--- src/rtl/reg_pkg.sv ---
// Shared definitions for the PISO serializer: state encoding and the
// bit-counter width helper.
package reg_pkg;

    // State encoding
    localparam logic [1:0] ST_REPOSO   = 2'b00;
    localparam logic [1:0] ST_DESPLAZA = 2'b01;
    localparam logic [1:0] ST_PARIDAD  = 2'b10;

    typedef enum logic [1:0] {
        REPOSO   = ST_REPOSO,
        DESPLAZA = ST_DESPLAZA,
        PARIDAD  = ST_PARIDAD
    } estado_t;

    // Counter width for an n-bit word; a 1-bit word still needs a 1-bit counter
    function automatic int calc_cw(input int n);
        return (n > 1) ? $clog2(n) : 1;
    endfunction

endpackage

--- src/rtl/reg_piso_serializador_contador_bits.sv ---
// Bit-position counter for the serializer: synchronous clear has priority
// over enable; asynchronous active-low reset.
module contador_bits #(
    parameter int CW = 2
) (
    input  logic          reloj,
    input  logic          reset_despeje,
    input  logic          limpiar_i,
    input  logic          habilitar_i,
    output logic [CW-1:0] cuenta
);

    logic [CW-1:0] cuenta_d;
    logic [CW-1:0] cuenta_q;

    // Next count: clear wins, otherwise step when enabled
    always_comb begin
        cuenta_d = cuenta_q;
        if (limpiar_i)
            cuenta_d = '0;
        else if (habilitar_i)
            cuenta_d = cuenta_q + CW'(1);
    end

    // Count register
    always_ff @(posedge reloj or negedge reset_despeje) begin
        if (!reset_despeje)
            cuenta_q <= '0;
        else
            cuenta_q <= cuenta_d;
    end

    assign cuenta = cuenta_q;

endmodule

--- src/rtl/reg_piso_serializador.sv ---
// Parallel-in / serial-out transmitter, MSB first, valid/ready on the
// parallel side. Outputs are decoded from registered state only.
// Optional macro REG_PISO_PARIDAD_EN appends an even-parity bit to each
// word (N+1 cycles per word instead of N).
module reg_piso_serializador
    import reg_pkg::*;
#(
    parameter int N = 4
) (
    input  logic         reloj,
    input  logic         reset_despeje,
    input  logic [N-1:0] In,
    input  logic         cargar,
    output logic         listo,
    output logic         Sout,
    output logic         Sout_valido,
    output logic         fin
);

    localparam int            CW     = calc_cw(N);
    localparam logic [CW-1:0] ULTIMO = CW'(N - 1);

    estado_t       estado_q;
    logic [N-1:0]  desp_q;
    logic [CW-1:0] cuenta;
    logic          ultimo_bit;
    logic          acepta;
    logic          cnt_limpiar;
    logic          cnt_habilitar;
`ifdef REG_PISO_PARIDAD_EN
    logic          paridad_q;
`endif

    // Last data bit of the word is on the wire this cycle
    assign ultimo_bit = (estado_q == DESPLAZA) && (cuenta == ULTIMO);

`ifdef REG_PISO_PARIDAD_EN
    assign fin = (estado_q == PARIDAD);
`else
    assign fin = ultimo_bit;
`endif

    // Ready while idle or on the final cycle of a word, so words can abut
    assign listo  = (estado_q == REPOSO) || fin;
    assign acepta = cargar && listo;

    // Serial outputs decoded from state
    always_comb begin
        Sout        = 1'b0;
        Sout_valido = 1'b0;
        case (estado_q)
            DESPLAZA: begin
                Sout        = desp_q[N-1];
                Sout_valido = 1'b1;
            end
`ifdef REG_PISO_PARIDAD_EN
            PARIDAD: begin
                Sout        = paridad_q;
                Sout_valido = 1'b1;
            end
`endif
            default: ;
        endcase
    end

    // Counter restarts on every accepted word and holds at the last bit
    assign cnt_limpiar   = acepta;
    assign cnt_habilitar = (estado_q == DESPLAZA) && !ultimo_bit;

    contador_bits #(.CW(CW)) u_contador (
        .reloj         (reloj),
        .reset_despeje (reset_despeje),
        .limpiar_i     (cnt_limpiar),
        .habilitar_i   (cnt_habilitar),
        .cuenta        (cuenta)
    );

    // Control FSM with shift register and parity flop
    always_ff @(posedge reloj or negedge reset_despeje) begin
        if (!reset_despeje) begin
            estado_q  <= REPOSO;
            desp_q    <= '0;
`ifdef REG_PISO_PARIDAD_EN
            paridad_q <= 1'b0;
`endif
        end else begin
            case (estado_q)
                REPOSO: begin
                    if (acepta) begin
                        desp_q    <= In;
`ifdef REG_PISO_PARIDAD_EN
                        paridad_q <= ^In;
`endif
                        estado_q  <= DESPLAZA;
                    end
                end
                DESPLAZA: begin
                    desp_q <= desp_q << 1;
                    if (ultimo_bit) begin
`ifdef REG_PISO_PARIDAD_EN
                        estado_q <= PARIDAD;
`else
                        if (acepta)
                            desp_q <= In;
                        else
                            estado_q <= REPOSO;
`endif
                    end
                end
`ifdef REG_PISO_PARIDAD_EN
                PARIDAD: begin
                    if (acepta) begin
                        desp_q    <= In;
                        paridad_q <= ^In;
                        estado_q  <= DESPLAZA;
                    end else begin
                        estado_q  <= REPOSO;
                    end
                end
`endif
                default: estado_q <= REPOSO;
            endcase
        end
    end

endmodule
--- config.mk ---
export PLATFORM = sky130hd
export DESIGN_NAME = reg_piso_serializador
export DESIGN_NICKNAME = d
export VERILOG_FILES = /design/src/rtl/reg_pkg.sv /design/src/rtl/reg_piso_serializador_contador_bits.sv /design/src/rtl/reg_piso_serializador.sv
export SDC_FILE = /design/constraint.sdc
export NUM_CORES = 1
export LEC_CHECK = 0
export ABC_AREA = 1
export CAP_MARGIN = 20
export CORE_AREA = 2 2 39 41
export CTS_CLUSTER_SIZE = 16
export DETAILED_ROUTE_END_ITERATION = 12
export DIE_AREA = 0 0 41 43
export DONT_BUFFER_PORTS = 1
export SLEW_MARGIN = 20
export SYNTH_ARGS = -nofsm -noshare
export SYNTH_HDL_FRONTEND = slang
export SYNTH_SLANG_ARGS = --single-unit
--- constraint.sdc ---
create_clock -name reloj -period 1.1 [get_ports reloj]
set_clock_uncertainty 0.05 [all_clocks]
set_input_delay 0.055 -clock reloj [delete_from_list [all_inputs] [get_ports reloj]]
set_output_delay 0.055 -clock reloj [all_outputs]
set_load 0.05 [all_outputs]
==> impl_metrics.py <==
metrics = {
    "outcome": {
        "outcome": "finished with violations",
        "failed_checks": "setup timing",
    },
    "clock_tree": {
        "path_clk_slew_ns": 0.05,
        "cts_max_path_buffers": 2,
        "cts_buffers": 3,
        "cts_sinks": 7,
        "clock_latency_ns": 0.24,
        "clock-root-buffer": "clkbuf_4",
        "h-tree-depth": 1,
        "cts_tree": "yes",
    },
    "timing": {
        "tightest_slew_ns": 0.388,
        "hold_viol_final": 0,
        "fin_crit_ns": 1.25,
        "period_share": 1.14,
        "worst_slack_ns": -0.153,
        "finalSetupViolCount": 8,
        "rsz0062_at_grt": "yes",
        "timing.fmax_mhz": 798,
        "tns_ns": -0.571,
        "slew-limit-headroom": 0.740,
        "final_max_slew_viol_count": 0,
        "holdWs_ns": 0.0617,
    },
    "pwr": {
        "leakagePower_uw": 0.000277,
        "power.density_nw_per_um2": 3000,
        "max-vdd-ir-drop_uv": 1100,
    },
    "finish": {
        "n_antenna_cell": 0,
        "final_area_um2": 618,
        "instances_no_fill": 76,
        "drive_gt1_frac": 0.450,
        "area_growth_pct": 73.9,
        "final_net_count": 69,
        "postLayoutCoreUtil": 0.447,
    },
    "setup_path": {
        "endpoint_kind": "output pin",
        "crit_required_ns": 1.00,
        "startpoint_type": "register",
        "crit_type": "register to output pin",
        "r2r-end": "desp_q[3]$_DFFE_PN0P_",
        "worst-path-max-fanout": 3,
        "reg2regPathDepth": 6,
        "arrival_ns": 1.15,
        "r2r_start": "u_contador.cuenta[1]$_DFFE_PN0P_",
        "r2r_slack_ns": -0.05,
    },
    "synth": {
        "synth_top_cell_by_area": "dfrtp_1",
        "synth_edf_count": 0,
        "yosysUniqueCellTypes": 12,
        "synth_common_cells": "nand2_1, nand3_1, dfrtp_1, inv_1",
        "synthArstFlopShare": 1.00,
        "syn_area_um2": 355,
        "yosysTopAreaCellShare": 0.493,
        "synth_most_common_cell": "nand2_1",
        "synth_area_leaders": "dfrtp_1, nand2_1, nand3_1, inv_1, ha_1",
        "synthFlopType": "dfrtp_1",
        "seq_area_frac_synth": 0.493,
        "ys_ff_latch": 7,
        "ys_warn_count": 0,
        "synthCells": 45,
        "synth_fp_nets": 53,
        "syn_avg_cell_area_um2": 7.90,
    },
    "placement": {
        "dp.cells": 64,
        "place_area_um2": 439,
        "gp_congestion": 0.677,
        "dp_hpwl_um": 520,
        "portBuffers": 0,
    },
    "global_route": {
        "grt_max_degree": 8,
        "grt_overflow_total": 0,
        "first_global_vias": 316,
        "antenna_found_initial": 0,
        "grt_usage": 0.107,
        "grt_pass1_wl_mm": 1.25,
    },
    "floorplan": {
        "row_count": 14,
        "die_area_um2": 1760,
        "ios": 11,
        "die_w_um": 41,
        "initial_core_util": 0.257,
        "die_h_um": 43,
        "core_um2": 1380,
    },
    "drt": {
        "drt-initial-drc-count": 3,
        "vias": 321,
        "drt_first_pass_iters": 5,
        "wl_per_cell_um": 10.1,
        "antenna_left": 0,
        "vias_per_cell": 4.22,
        "wirelength_um": 767,
        "drcViolationCount": 0,
    },
    "worst_hold_path": {
        "hold_depth": 4,
        "min_to": "desp_q[2]$_DFFE_PN0P_",
        "worstHoldStart": "cargar",
        "hold_path_class": "input port to register",
    },
    "run": {
        "cap_viol_max_count": 0,
    },
}
## cell families (layout without fill, tap and decap cells)
logic type | count (synthesis) | count (layout) | synth area share
AOI/OAI and AO/OA | 1 | 1 | 0.0247
buffers and inverters | 9 | 24 | 0.0986
DFF | 7 | 7 | 0.493
adders and majority gates | 1 | 1 | 0.0352
and+or+nand+nor | 27 | 27 | 0.349
## per-layer routing
| metal | share of wire | up-vias | wire (um) | GRT usage |
|---|---|---|---|---|
| met5 | 0 | - | 0 | 0 |
| met4 | 0 | 0 | 0 | 0.0800 |
| met3 | 0.068 | 0 | 52 | 0.0366 |
| met2 | 0.51 | 9 | 388 | 0.150 |
| met1 | 0.43 | 141 | 326 | 0.129 |
| li1 | - | 171 | - | - |
## sequential cells by signal, summed over array words and instances, names as in the netlist
register / cells
estado_q: 1
u_contador.cuenta: 2
desp_q: 4
## layout make-up
cell class              count  area [um2]
clock buffers               4        26.3
fillers                   128         766
inverters                   9        46.3
multi-input cells          29         224
flip-flops and latches      7         176
well taps                  16        20.0
repair buffers             11         125
## where the power goes
group	internal, uW	switching (uW)	leakage [uW]	total (uW)
logic	475	692	0.000177	1170
clock network	138	88.7	0.0000150	227
registers	369	89.7	0.0000854	458
total	982	870	0.000277	1850
## placed cells by master (no fill, tap or decap)
cell type	Yosys	final
clkinvlp_4	0	2
ha_4	0	1
dfrtp_2	0	1
dlygate4sd3_1	0	6
inv_1	7	4
dfrtp_1	7	6
nand2_8	0	1
nand3_1	8	3
nand2_2	1	3
buf_12	0	1
nor2_4	0	2
nand3_4	0	2
inv_2	1	2
nand2_1	15	13
clkinv_4	0	1
a21oi_2	1	1
clkbuf_1	0	1
clkbuf_4	0	3
buf_4	0	2
nand3_2	0	3
buf_8	0	2
## worst max-delay path by stage
stage	slack, ns	from	cells after the start	to
2_1_floorplan	-0.05	u_contador.cuenta[0]$_DFFE_PN0P_	6	u_contador.cuenta[0]$_DFFE_PN0P_
3_3_place_gp	0.06	u_contador.cuenta[1]$_DFFE_PN0P_	5	desp_q[1]$_DFFE_PN0P_
3_5_place_dp	0.05	u_contador.cuenta[0]$_DFFE_PN0P_	6	desp_q[3]$_DFFE_PN0P_
4_1_cts	-0.17	u_contador.cuenta[0]$_DFFE_PN0P_	3	fin
5_1_grt	-0.22	u_contador.cuenta[1]$_DFFE_PN0P_	3	fin
6_report	-0.15	u_contador.cuenta[1]$_DFFE_PN0P_	3	fin
## critical path: stages, from the launching register on
cell	delay, ns
dfrtp_1	0.41
ha_4	0.19
nand2_2	0.07
clkinvlp_4	0.24
## timing repair
action,in CTS,in global routing
hold buffers,6,0
setup endpoints to repair,3,10
hold endpoints to repair,14,0
cloned,0,0
pin swaps,2,4
gates resized for setup,9,4
setup buffers,2,0
## metrics by stage
| step | total power, uW | worst slack (ns) |
|---|---|---|
| global route | 2000 | -0.220 |
| global placement | 1310 | 0.0560 |
| CTS | 1770 | -0.173 |
| finish | 1850 | -0.153 |
| floorplan | 1150 | -0.0520 |
| detailed placement | 1310 | 0.0460 |
(Power assumes the default switching activity.)
